<file path="src/rtl/lsu_pkg.sv">
// rtl/lsu_pkg.sv - shared types and constants for the MEM stage load/store unit
package lsu_pkg;

  typedef enum logic [1:0] {
    S_IDLE,
    S_REQ,
    S_RESP,
    S_DONE
  } lsu_state_e;

  typedef enum logic [1:0] {
    CAUSE_NONE    = 2'b00,
    CAUSE_MISAL   = 2'b01,
    CAUSE_BUSERR  = 2'b10,
    CAUSE_TIMEOUT = 2'b11
  } lsu_cause_e;

  localparam logic [1:0] SZ_B = 2'd0;
  localparam logic [1:0] SZ_H = 2'd1;
  localparam logic [1:0] SZ_W = 2'd2;
  localparam logic [1:0] SZ_D = 2'd3;

  localparam logic [2:0] F3_B  = 3'b000;
  localparam logic [2:0] F3_H  = 3'b001;
  localparam logic [2:0] F3_W  = 3'b010;
  localparam logic [2:0] F3_D  = 3'b011;
  localparam logic [2:0] F3_BU = 3'b100;
  localparam logic [2:0] F3_HU = 3'b101;
  localparam logic [2:0] F3_WU = 3'b110;

endpackage

</file>
<file path="src/rtl/lsu_align.sv">
// rtl/lsu_align.sv - size legality, misalignment detect, store lane shift, load extract/extend
module lsu_align
  import lsu_pkg::*;
#(
  parameter int DATA_W = 32,
  parameter int NB     = DATA_W / 8,
  parameter int OFF_W  = $clog2(NB)
) (
  input  logic              mem_rd,
  input  logic              mem_wr,
  input  logic [2:0]        funct3,
  input  logic [OFF_W-1:0]  off,
  input  logic [DATA_W-1:0] st_data,
  output logic              bad,
  output logic [NB-1:0]     be,
  output logic [DATA_W-1:0] wdata,
  input  logic [2:0]        ld_funct3,
  input  logic [OFF_W-1:0]  ld_off,
  input  logic [DATA_W-1:0] rdata,
  output logic [DATA_W-1:0] ld_data
);

  localparam bit IS64 = (DATA_W == 64);

  logic [1:0]        size;
  logic              illegal;
  logic              misal;
  logic [NB-1:0]     base;
  logic [DATA_W-1:0] sh;
  logic [DATA_W-1:0] mask;
  logic              sbit;

  assign size = funct3[1:0];

  // A load wins when both rd and wr are set, matching the write-enable decode in the top.
  always_comb begin
    illegal = 1'b0;
    if (mem_rd) begin
      illegal = (funct3 == 3'b111) || (!IS64 && (funct3 == F3_D || funct3 == F3_WU));
    end else if (mem_wr) begin
      illegal = funct3[2] || (!IS64 && size == SZ_D);
    end
  end

  always_comb begin
    misal = 1'b0;
    case (size)
      SZ_H:    misal = off[0];
      SZ_W:    misal = |off[1:0];
      SZ_D:    misal = |off;
      default: misal = 1'b0;
    endcase
  end

  assign bad = (mem_rd | mem_wr) & (illegal | misal);

  always_comb begin
    base = '0;
    case (size)
      SZ_B:    base = NB'(8'h01);
      SZ_H:    base = NB'(8'h03);
      SZ_W:    base = NB'(8'h0F);
      default: base = NB'(8'hFF);
    endcase
  end

  assign be    = base << off;
  assign wdata = st_data << {off, 3'b000};

  assign sh = rdata >> {ld_off, 3'b000};

  always_comb begin
    mask = '1;
    sbit = 1'b0;
    case (ld_funct3[1:0])
      SZ_B:    begin mask = DATA_W'(8'hFF);         sbit = sh[7];  end
      SZ_H:    begin mask = DATA_W'(16'hFFFF);      sbit = sh[15]; end
      SZ_W:    begin mask = DATA_W'(32'hFFFF_FFFF); sbit = sh[31]; end
      default: begin mask = '1;                     sbit = 1'b0;   end
    endcase
    ld_data = (sh & mask) | ({DATA_W{sbit & ~ld_funct3[2]}} & ~mask);
  end

endmodule

</file>
<file path="src/rtl/mem_stage_lsu.sv">
// rtl/mem_stage_lsu.sv - MEM stage: bus FSM, timeout counter, hold and write-back registers
module mem_stage_lsu
  import lsu_pkg::*;
#(
  parameter int DATA_W      = 32,
  parameter int ADDR_W      = 32,
  parameter int TIMEOUT_CYC = 255
) (
  input  logic                clk,
  input  logic                rst,
  input  logic                clk_en,
  input  logic                i_ex_valid,
  input  logic                i_ex_mem_to_reg,
  input  logic                i_ex_rw_sel,
  input  logic                i_ex_reg_wr,
  input  logic                i_ex_mem_rd,
  input  logic                i_ex_mem_wr,
  input  logic [ADDR_W-1:0]   i_ex_pc_plus_4,
  input  logic [ADDR_W-1:0]   i_ex_alu_result,
  input  logic [DATA_W-1:0]   i_ex_reg_read_data2,
  input  logic [4:0]          i_ex_reg_dest,
  input  logic [2:0]          i_ex_funct3,
  output logic                o_stall,
  output logic                o_mem_req,
  input  logic                i_mem_gnt,
  output logic                o_mem_we,
  output logic [ADDR_W-1:0]   o_mem_addr,
  output logic [DATA_W/8-1:0] o_mem_be,
  output logic [DATA_W-1:0]   o_mem_wdata,
  input  logic                i_mem_rvalid,
  input  logic [DATA_W-1:0]   i_mem_rdata,
  input  logic                i_mem_err,
  output logic                o_ma_valid,
  output logic                o_ma_mem_to_reg,
  output logic                o_ma_rw_sel,
  output logic                o_ma_reg_wr,
  output logic [ADDR_W-1:0]   o_ma_pc_plus_4,
  output logic [ADDR_W-1:0]   o_ma_result,
  output logic [DATA_W-1:0]   o_ma_read_data,
  output logic [4:0]          o_ma_reg_dest,
  output logic [1:0]          o_ma_cause
);

  localparam int NB    = DATA_W / 8;
  localparam int OFF_W = $clog2(NB);
  localparam int CNT_W = (TIMEOUT_CYC > 1) ? $clog2(TIMEOUT_CYC) : 1;

  lsu_state_e        state, state_n;
  logic [CNT_W-1:0]  cnt;
  logic              accept, is_mem, is_st, bad, timed_out;
  logic              go_req, wb_ex, resp_fire, wb_hold, wb_c;
  logic [NB-1:0]     be_c;
  logic [DATA_W-1:0] wdata_c, ld_data;
  lsu_cause_e        resp_cause, h_cause, c_cause;
  logic [DATA_W-1:0] resp_data, h_rdata, c_data;

  logic              h_mem_to_reg, h_rw_sel, h_reg_wr, h_ld;
  logic [ADDR_W-1:0] h_pc4, h_result;
  logic [4:0]        h_dest;
  logic [2:0]        h_funct3;
  logic [OFF_W-1:0]  h_off;

  assign o_stall   = (state != S_IDLE);
  assign o_mem_req = (state == S_REQ);
  assign accept    = clk_en & i_ex_valid & ~o_stall;
  assign is_mem    = i_ex_mem_rd | i_ex_mem_wr;
  assign is_st     = i_ex_mem_wr & ~i_ex_mem_rd;
  // Fires on the cycle whose edge would bring the counter to TIMEOUT_CYC.
  assign timed_out = (TIMEOUT_CYC != 0) && (cnt == CNT_W'(TIMEOUT_CYC - 1));

  lsu_align #(.DATA_W(DATA_W)) u_align (
    .mem_rd    (i_ex_mem_rd),
    .mem_wr    (i_ex_mem_wr),
    .funct3    (i_ex_funct3),
    .off       (i_ex_alu_result[OFF_W-1:0]),
    .st_data   (i_ex_reg_read_data2),
    .bad       (bad),
    .be        (be_c),
    .wdata     (wdata_c),
    .ld_funct3 (h_funct3),
    .ld_off    (h_off),
    .rdata     (i_mem_rdata),
    .ld_data   (ld_data)
  );

  always_comb begin
    state_n    = state;
    go_req     = 1'b0;
    wb_ex      = 1'b0;
    resp_fire  = 1'b0;
    wb_hold    = 1'b0;
    resp_cause = CAUSE_NONE;
    resp_data  = '0;
    case (state)
      S_IDLE: begin
        if (accept) begin
          if (is_mem && !bad) begin
            go_req  = 1'b1;
            state_n = S_REQ;
          end else begin
            wb_ex = 1'b1;
          end
        end
      end
      S_REQ: begin
        if (timed_out) begin
          resp_fire  = 1'b1;
          resp_cause = CAUSE_TIMEOUT;
        end else if (i_mem_gnt) begin
          state_n = S_RESP;
        end
      end
      S_RESP: begin
        if (i_mem_rvalid) begin
          resp_fire = 1'b1;
          if (i_mem_err) begin
            resp_cause = CAUSE_BUSERR;
          end else if (h_ld) begin
            resp_data = ld_data;
          end
        end else if (timed_out) begin
          resp_fire  = 1'b1;
          resp_cause = CAUSE_TIMEOUT;
        end
      end
      S_DONE: begin
        if (clk_en) begin
          wb_hold = 1'b1;
          state_n = S_IDLE;
        end
      end
      default: state_n = S_IDLE;
    endcase
    if (resp_fire) state_n = clk_en ? S_IDLE : S_DONE;
  end

  assign wb_c = (resp_fire & clk_en) | wb_hold;

  always_comb begin
    c_cause = resp_cause;
    c_data  = resp_data;
    if (wb_hold) begin
      c_cause = h_cause;
      c_data  = h_rdata;
    end
  end

  always_ff @(posedge clk or posedge rst) begin
    if (rst) begin
      state <= S_IDLE;
      cnt   <= '0;
    end else begin
      state <= state_n;
      if (accept) cnt <= '0;
      else if (state == S_REQ || state == S_RESP) cnt <= cnt + 1'b1;
    end
  end

  always_ff @(posedge clk or posedge rst) begin
    if (rst) begin
      o_mem_we     <= 1'b0;
      o_mem_addr   <= '0;
      o_mem_be     <= '0;
      o_mem_wdata  <= '0;
      h_mem_to_reg <= 1'b0;
      h_rw_sel     <= 1'b0;
      h_reg_wr     <= 1'b0;
      h_ld         <= 1'b0;
      h_pc4        <= '0;
      h_result     <= '0;
      h_dest       <= '0;
      h_funct3     <= '0;
      h_off        <= '0;
      h_cause      <= CAUSE_NONE;
      h_rdata      <= '0;
    end else begin
      if (go_req) begin
        o_mem_we     <= is_st;
        o_mem_addr   <= {i_ex_alu_result[ADDR_W-1:OFF_W], {OFF_W{1'b0}}};
        o_mem_be     <= be_c;
        o_mem_wdata  <= is_st ? wdata_c : '0;
        h_mem_to_reg <= i_ex_mem_to_reg;
        h_rw_sel     <= i_ex_rw_sel;
        h_reg_wr     <= i_ex_reg_wr;
        h_ld         <= ~is_st;
        h_pc4        <= i_ex_pc_plus_4;
        h_result     <= i_ex_alu_result;
        h_dest       <= i_ex_reg_dest;
        h_funct3     <= i_ex_funct3;
        h_off        <= i_ex_alu_result[OFF_W-1:0];
      end
      if (resp_fire) begin
        h_cause <= resp_cause;
        h_rdata <= resp_data;
      end
    end
  end

  always_ff @(posedge clk or posedge rst) begin
    if (rst) begin
      o_ma_valid      <= 1'b0;
      o_ma_mem_to_reg <= 1'b0;
      o_ma_rw_sel     <= 1'b0;
      o_ma_reg_wr     <= 1'b0;
      o_ma_pc_plus_4  <= '0;
      o_ma_result     <= '0;
      o_ma_read_data  <= '0;
      o_ma_reg_dest   <= '0;
      o_ma_cause      <= CAUSE_NONE;
    end else begin
      o_ma_valid <= wb_ex | wb_c;
      if (wb_ex) begin
        o_ma_mem_to_reg <= i_ex_mem_to_reg;
        o_ma_rw_sel     <= i_ex_rw_sel;
        o_ma_reg_wr     <= i_ex_reg_wr & ~bad;
        o_ma_pc_plus_4  <= i_ex_pc_plus_4;
        o_ma_result     <= i_ex_alu_result;
        o_ma_read_data  <= '0;
        o_ma_reg_dest   <= i_ex_reg_dest;
        o_ma_cause      <= bad ? CAUSE_MISAL : CAUSE_NONE;
      end else if (wb_c) begin
        o_ma_mem_to_reg <= h_mem_to_reg;
        o_ma_rw_sel     <= h_rw_sel;
        o_ma_reg_wr     <= h_reg_wr & (c_cause == CAUSE_NONE);
        o_ma_pc_plus_4  <= h_pc4;
        o_ma_result     <= h_result;
        o_ma_read_data  <= c_data;
        o_ma_reg_dest   <= h_dest;
        o_ma_cause      <= c_cause;
      end
    end
  end

endmodule

</file>
<file path="config.mk">
export PLATFORM = sky130hd
export DESIGN_NAME = mem_stage_lsu
export DESIGN_NICKNAME = d
export VERILOG_FILES = /design/src/rtl/lsu_pkg.sv /design/src/rtl/lsu_align.sv /design/src/rtl/mem_stage_lsu.sv
export SDC_FILE = /design/constraint.sdc
export NUM_CORES = 1
export LEC_CHECK = 0
export CORE_MARGIN = 3
export CORE_UTILIZATION = 45
export CTS_CLUSTER_SIZE = 14
export DETAILED_ROUTE_END_ITERATION = 10
export PLACE_DENSITY = 0.81
export SYNTH_ARGS = -nofsm -noshare
export SYNTH_HDL_FRONTEND = slang
export SYNTH_SLANG_ARGS = --single-unit
</file>
<file path="constraint.sdc">
create_clock -name clk -period 17.5 [get_ports clk]
set_clock_uncertainty 0.2 [all_clocks]
set_input_delay 5.25 -clock clk [delete_from_list [all_inputs] [get_ports clk]]
set_output_delay 5.25 -clock clk [all_outputs]
set_load 0.02 [all_outputs]
</file>
=== Word-level counts from Yosys, hierarchy flattened ===
Index checks and enable logic that the tools add are counted.
Widths: inputs -> output; s select.

* Bits in registers: 296
* Bits of input ports: 148
* Output and inout port bits: 178
* Logic and storage cells: 140

* Add/subtract/negate cells: 1
* Equal/unequal tests: 17
* Shift-type cells: 3
* Mux-type cells: 55
* Bitwise logic cells: 21
* Reductions and logical operators: 17

{| class="wikitable"
|+ Operator list
! operator !! number
|-
| $mux 32 || 12
|-
| $and 32x32->32 || 2
|-
| $pmux 32 s2 || 1
|-
| $not 32->32 || 1
|-
| $or 32x32->32 || 1
|-
| $shl 32x5->32 || 1
|-
| $shr 32x5->32 || 1
|-
| $mux 2 || 13
|-
| $mux 1 || 19
|-
| $mux 8 || 2
|-
| $eq 2x2->1 const B || 5
|-
| $mux 5 || 2
|-
| $ne 3x3->1 const B || 3
|-
| $add 8x1->8 const B || 1
|-
| $and 1x1->1 || 8
|-
| $eq 8x8->1 const B || 1
|-
| $logic_not 2->1 || 4
|-
| $pmux 4 s2 || 1
|-
| $eq 2x1->1 const B || 3
|-
| $eq 3x3->1 const B || 2
|-
| $pmux 2 s3 || 1
|-
| $reduce_and 6->1 || 1
|-
| $reduce_bool 2->1 || 3
|-
| $not 1->1 || 5
|-
| 13 further kinds || 21
|}

=== Longest topological paths before layout ===
Gate-level depths: netlist of the first run.

* Depth in word-level cells: 12
* Mapped depth: 9
* Depth with buffers taken out: 8

=== Cells and area by module ===
From an unflattened synthesis of the first run, not the netlist that was laid out.

* Cell total of the unflattened synthesis: 1421
* Area, all modules: 13095.1 µm²

{| class="wikitable"
|+ By module, submodules not included
! module !! instances !! cells each !! area an instance (µm²) !! sequential area each (µm²)
|-
| mem_stage_lsu || 1 || 1215 || 11758.8 || 6606.3
|-
| lsu_align || 1 || 206 || 1336.3 || 0.0
|}

=== Least setup slack after synthesis of the first run ===
Ideal clock, no wire load.

* Path type: input to register
* Start point: input port i_ex_alu_result[1]
* End point: register o_ma_mem_to_reg
* Setup time: 125 ps
* Arrival time: 6890 ps
* Data required time: 17175 ps
* Slack: 10286 ps
* Cell stages on the path: 8
* Buffers on the path: 3
* Cells stage by stage: buf_2 > o21ai_0 > a22o_1 > a21o_1 > clkbuf_1 > buf_2 > mux2_2 > mux2_2

* Word-level cells in the longest chain between the ends: 10
* Elaborated cells between the ends (all ways): 11
* Classes of those cells: mux: 5; bitwise: 2; reduce/logical: 4

{| class="wikitable"
|+ Ends and longest elaborated chain
! item !! line !! RTL
|-
| start, declared || mem_stage_lsu.sv:19 || <nowiki>input logic [ADDR_W-1:0] i_ex_alu_result,</nowiki>
|-
| $reduce_or 2->1 (*) || lsu_align.sv:49, lsu_align.sv:50 ||
|-
| $pmux 1 s2 (*) || lsu_align.sv:47 || <nowiki>case (size)</nowiki>
|-
| $or 1x1->1 (*) || lsu_align.sv:55 || <nowiki>assign bad = (mem_rd | mem_wr) & (illegal | misal);</nowiki>
|-
| $and 1x1->1 (*) || lsu_align.sv:55 ||
|-
| $logic_not 1->1 (*) || mem_stage_lsu.sv:97 || <nowiki>if (is_mem && !bad) begin</nowiki>
|-
| $logic_and 1x1->1 (*) || mem_stage_lsu.sv:97 ||
|-
| $mux 1 (*) || mem_stage_lsu.sv:97 ||
|-
| $mux 1 (*) || mem_stage_lsu.sv:96 || <nowiki>if (accept) begin</nowiki>
|-
| $mux 1 (*) || mem_stage_lsu.sv:94 || <nowiki>case (state)</nowiki>
|-
| $mux 1 or $reduce_bool 2->1 (tied branches) || - ||
|-
| end signal, assigned || mem_stage_lsu.sv:213 || <nowiki>o_ma_mem_to_reg <= i_ex_mem_to_reg;</nowiki>
|-
| end signal, assigned || mem_stage_lsu.sv:222 || <nowiki>o_ma_mem_to_reg <= h_mem_to_reg;</nowiki>
|-
| end, declared || mem_stage_lsu.sv:34 || <nowiki>output logic o_ma_mem_to_reg,</nowiki>
|}

Mark *: on every way between the ends. The rest lies on a longest branch, timed or not.
A chain may end at the register's enable or synchronous reset.

=== Worst setup path in the final report of the first run ===
* Start point: input port i_ex_alu_result[1]
* End point: register o_ma_result[18]

* Word-level cells in the longest chain between the ends: 10
* Elaborated cells between the ends (all ways): 11
* Classes of those cells: mux: 5; bitwise: 2; reduce/logical: 4

{| class="wikitable"
|+ Ends and longest elaborated chain
! item !! line !! RTL
|-
| $reduce_or 2->1 (*) || lsu_align.sv:49, lsu_align.sv:50 ||
|-
| $pmux 1 s2 (*) || lsu_align.sv:47 ||
|-
| $or 1x1->1 (*) || lsu_align.sv:55 ||
|-
| $and 1x1->1 (*) || lsu_align.sv:55 ||
|-
| $logic_not 1->1 (*) || mem_stage_lsu.sv:97 ||
|-
| $logic_and 1x1->1 (*) || mem_stage_lsu.sv:97 ||
|-
| $mux 1 (*) || mem_stage_lsu.sv:97 ||
|-
| $mux 1 (*) || mem_stage_lsu.sv:96 ||
|-
| $mux 1 (*) || mem_stage_lsu.sv:94 ||
|-
| $mux 32 or $reduce_bool 2->1 (tied branches) || - ||
|-
| end signal, assigned || mem_stage_lsu.sv:217 || <nowiki>o_ma_result <= i_ex_alu_result;</nowiki>
|-
| end signal, assigned || mem_stage_lsu.sv:226 || <nowiki>o_ma_result <= h_result;</nowiki>
|-
| end, declared || mem_stage_lsu.sv:38 || <nowiki>output logic [ADDR_W-1:0] o_ma_result,</nowiki>
|}

Marked as above.

==> metrics list, run 1 <==
- Fraction of layout cells with a size suffix above 1: 21.4%
- Per report_power, the clock group accounts for 19.4% of the total.
- Switching Share: 35.6%
- Pint: 1.93 mW
- Launching element type of the critical path: input pin
* Synthesized instance count: 1024
* Part of the power in combinational logic: 46.4%
* Die Span Y: 174 um
* Mapped cell area: 12700 um2
- Post-Route WL: 35.3 mm
- Among all stages on the critical path, the largest delay is contributed by sky130_fd_sc_hd__buf_4.
- The tool flagged a number of max-cap violations equal to 0.
- Summed over all cells, the static leakage comes to 7.55 nW.
* Switching component of the power: 1.07 mW
* Flip-flop and latch count after synthesis: 264
- The run finished with clean final reports.
- After global routing the overflow that remains totals 0.
- Average cell area after synthesis: 12.4 um2
- The number of global-route vias before repair came to 9910.
* Post-CTS setup buffers: 0
- Critical path data arrival time: 8.99 ns
- The final hold violation count came to 0.
* Post-layout minimum cycle time: 8.77 ns
- The worst pin sits at a relative slew slack of 24.3%.
- Relative to the synthesized area, the layout overhead comes to 34.4%.
* Worst hold-check path type: reg2reg
- Critical path cell sequence: clkdlybuf4s50_1 > buf_4 > o21ai_0 > a22o_1 > a21oi_2 > a31oi_4 > buf_4 > inv_4 > buf_4 > mux2_4
- Total number of nets in the final design: 1473
- In the synthesized netlist the dominant register cell turns out to be sky130_fd_sc_hd__dfrtp_1.
- Portion of the post-synthesis area used by sequential elements: 51.8%
- Synth top cells by count: sky130_fd_sc_hd__dfrtp_1 (264), sky130_fd_sc_hd__mux2_2 (148), sky130_fd_sc_hd__nand2_1 (81)
- Most frequent cell after synthesis: sky130_fd_sc_hd__dfrtp_1
- Prior to clock tree synthesis, the placed netlist has a worst setup slack of 8.19 ns.
- H-tree depth: 1
- At the end of routability-driven placement, the weighted congestion stood at 0.869.
* Category of the most critical setup path: in2reg
- Setup repair after global routing left no endpoint under its margin.
* Share of Yosys cell area claimed by the top area cell type: 51.8%
* Yosys synthesis warning count: 0
* Crit. End Element: flop
- Final worst path period share: 50.1%
- Initial antenna violation count: 1
- Detailed-route via count: 9491
* Worst-path maximum fanout: 39
- Grouping stages by cell kind, the critical path spends the most delay in buffers and inverters.
- The biggest area contributor in the post-synthesis netlist is sky130_fd_sc_hd__dfrtp_1.
- Counting both buffers and inverters, the worst setup path holds a total of 5.
* Most Frequent Cell on Critical Path: sky130_fd_sc_hd__buf_4
- Wire length of the first global-routing pass: 55.3 mm
* Cell at the root of the clock tree: sky130_fd_sc_hd__clkbuf_16
- Synth cell types: 58
* Setup TNS Final: 0 ns
* Routed wire length per instance: 20.6 um
- Summing internal, switching and leakage power gives 3.00 mW.
- The tree built by TritonCTS fans out to 264 sinks.
* Delay of the slowest critical-path stage: 0.67 ns
- The worst path meets setup with 8.73 ns of slack.
- Entering global routing, the biggest net connects 126 pins.
* Clock-pin slew reported for the worst setup and hold paths after clock tree synthesis: 0.06 ns
- Largest voltage drop on the vdd net: 118 uV
- In this run, flip-flops and latches consume 34.2% of the power.
* ANT nets after route: 0
- Number of buffer cells added on primary ports: 323
- The max-slew violation total from the final report was 0.
- Hpwl dp: 24.2 mm
- Number of synthesized flops with an enable pin: 0
- Horizontal extent of the die: 174 um
* Pre-antenna DRT Iters: 5
- Power Dens Cells: 175 nW/um2
* Final setup violation count: 0
- GRT Total Usage: 22.4%
- Using the TritonRoute via totals, the vias-per-cell ratio works out to 5.53.
* Top cells by area, synth: sky130_fd_sc_hd__dfrtp_1 (52%), sky130_fd_sc_hd__mux2_2 (13%), sky130_fd_sc_hd__mux2_4 (8.1%)
- Fmax: 0.114 GHz
* WP data required: 17.72 ns
- TritonCTS built the clock tree.
- I/O pin total: 326
* Starting utilization of the core area: 46.5%
* CTS max path bufs: 3
- After floorplanning, the core was divided into 60 placement rows.
* Number of buffers inserted during clock tree synthesis: 29
* Iteration-0 DRC count of the detailed router: 802
- The region available for standard cell placement spans 27400 um2.
- Clock latency on the worst-skew pair, taken at its later pin, is 0.53 ns.
- After clock tree synthesis, the flow added hold-fix buffers numbering 0.
* Async S/R FF share, synth: 100%
- In this run, post-CTS repair resized a total of 0 instances.
- Final routed DRC violation total: 0
* Worst slew pin tran: 1.13 ns
- DIE AREA: 30400 um2
## layer usage
layer | GRT usage (%) | vias up | routed length (um)
li1 | - | 4330 | -
met1 | 27.9 | 4690 | 14100
met2 | 38.1 | 401 | 17200
met3 | 6.03 | 70 | 2740
met4 | 7.24 | 0 | 1320
met5 | 0 | - | 0
## power groups by stage
| stage | Combinational (mW) | Sequential, mW | Clock [mW] |
|---|---|---|---|
| finish | 1.39 | 1.03 | 0.583 |
| global route | 1.48 | 1.06 | 0.619 |
| CTS | 1.40 | 1.03 | 0.596 |
| detailed placement | 1.39 | 1.03 | 0 |
| global placement | 1.36 | 1.02 | 0 |
| floorplan | 0.667 | 1.19 | 0 |
## worst register-to-register path, cell delays in order, from the launching register on
cell and delay, ns:
sky130_fd_sc_hd__dfrtp_1 0.40, sky130_fd_sc_hd__ha_1 0.57, sky130_fd_sc_hd__clkinv_1 0.49, sky130_fd_sc_hd__nand2_1 0.27, sky130_fd_sc_hd__a31oi_4 0.10, sky130_fd_sc_hd__buf_4 0.27
sky130_fd_sc_hd__inv_4 0.61, sky130_fd_sc_hd__buf_4 0.69, sky130_fd_sc_hd__mux2_4 0.39
## through the flow
step | cell area (um2) | utilization [%] | hold slack, ns | cells
5_1_grt | 17100 | 62.5 | 0.303 | 1715
3_3_place_gp | 16200 | 59.2 | 0.257 | 1660
4_1_cts | 17100 | 62.5 | 0.281 | 1714
3_5_place_dp | 16200 | 59.2 | 0.267 | 1660
6_report | 17100 | 62.5 | 0.278 | 1715
2_1_floorplan | 12700 | - | 0.245 | 1025
## kinds of logic (layout without fill, tap and decap cells)
family          Yosys count  count (layout)  synth area share [%]
compound gates          213             213                  12.4
xor+xnor                  6               6                 0.412
fa+ha+maj                 6               6                 0.589
buf+inv                  82             399                  3.04
flops                   264             264                  51.8
mux                     258             258                  24.5
other cells               1               3                0.0294
simple gates            194             194                  7.18
## worst paths after layout
path | startpoint | endpoint | slack [ns] | depth (start not counted)
setup / recovery | i_ex_alu_result[1] | o_ma_result[18]$_DFFE_PP0P_ | 8.73 | 10
hold / removal | h_rdata[4]$_DFFE_PP0P_ | h_rdata[4]$_DFFE_PP0P_ | 0.28 | 2
setup reg to reg | state[0]$_DFFE_PP0P_ | o_ma_result[18]$_DFFE_PP0P_ | 13.41 | 8
hold reg to reg | h_rdata[4]$_DFFE_PP0P_ | h_rdata[4]$_DFFE_PP0P_ | 0.28 | 2
max in group asynchronous | rst | o_ma_cause[1]$_DFFE_PP0P_ | 10.49 | 3
min in group asynchronous | rst | h_pc4[16]$_DFFE_PP0P_ | 5.07 | 2
## placed cells by master, fill, tap and decap left out, drive strengths merged, types with 10 or more instances in the layout
cell type and n:
dfrtp 264, nor2b 18, clkbuf 47, a21oi 22, a211oi 18, buf 12
nand2 81, o21ai 46, inv 11, a22o 48, nor2 45, a32o 16
mux2i 40, o211ai 10, a31oi 13, nand2b 10, mux2 217, clkdlybuf4s50 322
## cell type report
cell class                 count  area (um2)
clock buffer                  47         873
fill                        2089       10300
multi-input combinational    679        5780
tap                          372         465
antenna                        1        2.50
sequential                   264        6610
clock inverter                 7        43.8
inverter                      11        51.3
timing repair buffer         334        3310
Power figures use the tool's default switching activity.
==> inputs of run 2 (changes only) <==
==> constraint.sdc (replaced) <==
create_clock -name clk -period 9 [get_ports clk]
set_clock_uncertainty 0.2 [all_clocks]
set_input_delay 2.7 -clock clk [delete_from_list [all_inputs] [get_ports clk]]
set_output_delay 2.7 -clock clk [all_outputs]
set_load 0.02 [all_outputs]
==> run 2 against run 1 <==
Register-to-register slack lost 8.3 ns. Combinational power up 94%. Design area is 0.11% higher. Sequential cell count stayed put. Utilization is 0.068 points higher. Die area is the same. Sequential share of layout area barely moved. Worst setup slack lost 5.6 ns. First-iteration DRC count is 2.2% lower. Global-route usage down 0.20 points. Routed wire length down 0.66%. Critical endpoint is now o_ma_result[14]$_DFFE_PP0P_. Largest cell class unchanged.
==> metrics list, run 2 (synthesis results as in run 1) <==
* Final setup violation count: 0
- Highest-count cells in the layout ignoring fill and taps: sky130_fd_sc_hd__clkdlybuf4s50_1 (322), sky130_fd_sc_hd__dfrtp_1 (264), sky130_fd_sc_hd__mux2_2 (148)
- Across all register-to-register paths, the minimum setup slack is 5.12 ns.
- Pin count of the biggest net entering global routing: 186
- The number of antenna violations at the first check in global routing came to 1.
* Number of placement rows: 60
* Post-cts repair resize count: 0
* Placeable core region: 27400 um2
- Part of the power in combinational logic: 46.0%
- The startpoint identified for the worst register-to-register timing path is state[0]$_DFFE_PP0P_.
- Hpwl dp: 23.9 mm
- Worst-path maximum fanout: 59
* Critical path data arrival time: 6.09 ns
- Delay of the slowest critical-path stage: 0.80 ns
* Number of buffer cells added on primary ports: 323
- Following the worst setup path forward leads to its endpoint at o_ma_result[14]$_DFFE_PP0P_.
* Total number of nets in the final design: 1473
* Post-route non-filler standard cell count: 1711
- The clock passes through at most 3 buffers.
- Leaving out fill and tap cells, the most frequent cell in the layout is sky130_fd_sc_hd__clkdlybuf4s50_1.
- STA puts the critical path data required time at 9.22 ns.
- The root buffer cell chosen for the clock tree is sky130_fd_sc_hd__clkbuf_16.
- The first global-routing pass estimated 54.9 mm of wire.
- Number of max-slew violations in the final report: 0
- Post-layout minimum cycle time: 5.87 ns
- Traced cell by cell, the critical path runs through clkdlybuf4s50_1 > buf_4 > o21ai_0 > a22o_1 > a21oi_2 > a31oi_4 > inv_4 > buf_4 > mux2_4.
- The die is 174 um tall.
- Across the run, the number of max-cap violations was 0.
* Worst hold start: h_rdata[2]$_DFFE_PP0P_
- Fmax: 0.170 GHz
- H-tree depth: 1
* Placed insts: 1660
- Worst setup slack after placement: 2.62 ns
* Starting utilization of the core area: 46.5%
- DIE AREA: 30400 um2
- Fraction of layout cells with a size suffix above 1: 21.7%
- I/O pin total: 326
* Launching element type of the critical path: input pin
- After layout, the worst setup slack is 3.13 ns.
* Final routed DRC violation total: 0
* RSZ-0062 raised after global routing: no
- In the final routed layout, each cell accounts on average for 20.5 um.
- CP Launch Point: i_ex_alu_result[1]
- TritonCTS built the clock tree.
* WP buf/inv: 4
- The endpoint identified for the worst register-to-register timing path is o_ma_result[14]$_DFFE_PP0P_.
- After the first detailed-routing iteration, the DRC count stood at 784.
* Post-Route WL: 35.1 mm
* Setup TNS Final: 0 ns
* Crit. End Element: flop
- Number of vias per cell: 5.55
- Detailed-route via count: 9495
- Worst slew pin tran: 1.14 ns
* Worst hold-check path type: reg2reg
- Rel. slew slack: 23.7%
- In this run, post-CTS hold repair placed 0 buffers.
- Sequential cell fraction of total power: 34.2%
- In this design, the largest share of critical-path delay is due to buffers and inverters.
* Largest voltage drop on the vdd net: 255 uV
- Among all stages on the critical path, the largest delay is contributed by sky130_fd_sc_hd__inv_4.
- Pint: 3.79 mW
- The count of nets left with antenna violations once routing finished came out at 0.
- The worst path uses 65.2% of the clock period.
* Most Frequent Cell on Critical Path: sky130_fd_sc_hd__buf_4
- The flow ran to the end, and the final reports show no timing, DRC or antenna violations.
* Share of power burned in the clock network: 19.8%
- Total number of clock tree sinks: 264
- For this design the static power due to leakage is 7.57 nW.
* Clock-pin slew reported for the worst setup and hold paths after clock tree synthesis: 0.06 ns
- Switching Share: 35.4%
- In this run the post-CTS setup repair buffer count came out at 0.
- Vias in the first global route: 9814
- Dividing total power by cell area gives a power density of 342 nW/um2.
- The critical path runs through a total of 9 cells.
- Number of buffers inserted during clock tree synthesis: 29
- Switching component of the power: 2.08 mW
- The final hold violation count was 0.
- Routability-driven placement finished with a final weighted congestion of 0.891.
* Clock network latency to the later pin of the worst-skew pair: 0.53 ns
* Grt ovf: 0
* Pre-antenna DRT Iters: 5
- GRT Total Usage: 22.2%
- By startpoint and endpoint, the worst setup path is classified as in2reg.
- Compared with the post-synthesis result, the final layout area differs by 34.6%.
- Length in cells of the worst reg-to-reg path: 7
- The die is 174 um wide.
-- run 2: cell types whose count changed in the layout (fill, tap and decap cells not counted) --
| cell | change |
|---|---|
| sky130_fd_sc_hd__buf_12 | +1 |
| sky130_fd_sc_hd__buf_4 | -1 |
| sky130_fd_sc_hd__bufinv_16 | +2 |
| sky130_fd_sc_hd__inv_8 | -1 |
| sky130_fd_sc_hd__clkinv_2 | +5 |
| sky130_fd_sc_hd__clkbuf_8 | -3 |
| sky130_fd_sc_hd__clkbuf_1 | -7 |
-- run 2: worst min path at each step --
| stage | slack (ns) | end | depth (start not counted) |
|---|---|---|---|
| after CTS | 0.28 | h_rdata[2]$_DFFE_PP0P_ | 2 |
| after global placement | 0.26 | h_rdata[4]$_DFFE_PP0P_ | 2 |
| after floorplan | 0.25 | h_rdata[0]$_DFFE_PP0P_ | 2 |
| after global routing | 0.29 | o_mem_be[1]$_DFFE_PP0P_ | 2 |
| final | 0.28 | h_rdata[2]$_DFFE_PP0P_ | 2 |
| after detailed placement | 0.27 | o_mem_we$_DFFE_PP0P_ | 1 |
-- run 2: power groups by stage --
stage               clock network [mW]  registers, mW  logic (mW)
CTS                               1.18           2.00        2.72
floorplan                            0           2.32        1.30
finish                            1.16           2.01        2.70
detailed placement                   0           2.00        2.70
global route                      1.23           2.06        2.86
global placement                     0           1.98        2.64
-- run 2: cell type report --
class                           instances  area (um2)
Fill cell                            2110       10300
Sequential cell                       264        6610
Multi-Input combinational cell        679        5780
Timing Repair Buffer                  334        3320
Clock buffer                           37         806
Tap cell                              372         465
Clock inverter                         13         121
Inverter                               11        47.5
Antenna cell                            1        2.50
-- run 2: through the flow --
stage / hold WS, ns / total power, mW / utilization, % / cell area [um2]
floorplan: 0.245 / 3.62 / - / 12700
global placement: 0.256 / 4.63 / 59.2 / 16200
detailed placement: 0.270 / 4.71 / 59.2 / 16200
CTS: 0.285 / 5.90 / 62.6 / 17100
global route: 0.293 / 6.16 / 62.6 / 17200
finish: 0.280 / 5.87 / 62.6 / 17200
-- run 2: layer usage --
| layer | routed length [um] | track usage (%) | up-vias |
|---|---|---|---|
| met5 | 0 | 0 | - |
| li1 | - | - | 4329 |
| met1 | 13900 | 28.3 | 4692 |
| met3 | 3010 | 6.18 | 73 |
| met4 | 1230 | 7.47 | 0 |
| met2 | 16900 | 36.8 | 401 |
-- run 2: worst reg2reg max path: cells and delay by family (launching register included) --
kind | cells | cell delay [ns]
buf+inv | 3 | 1.82
fa+ha+maj | 1 | 0.56
flops | 1 | 0.40
mux | 1 | 0.34
simple gates | 1 | 0.31
compound gates | 1 | 0.13
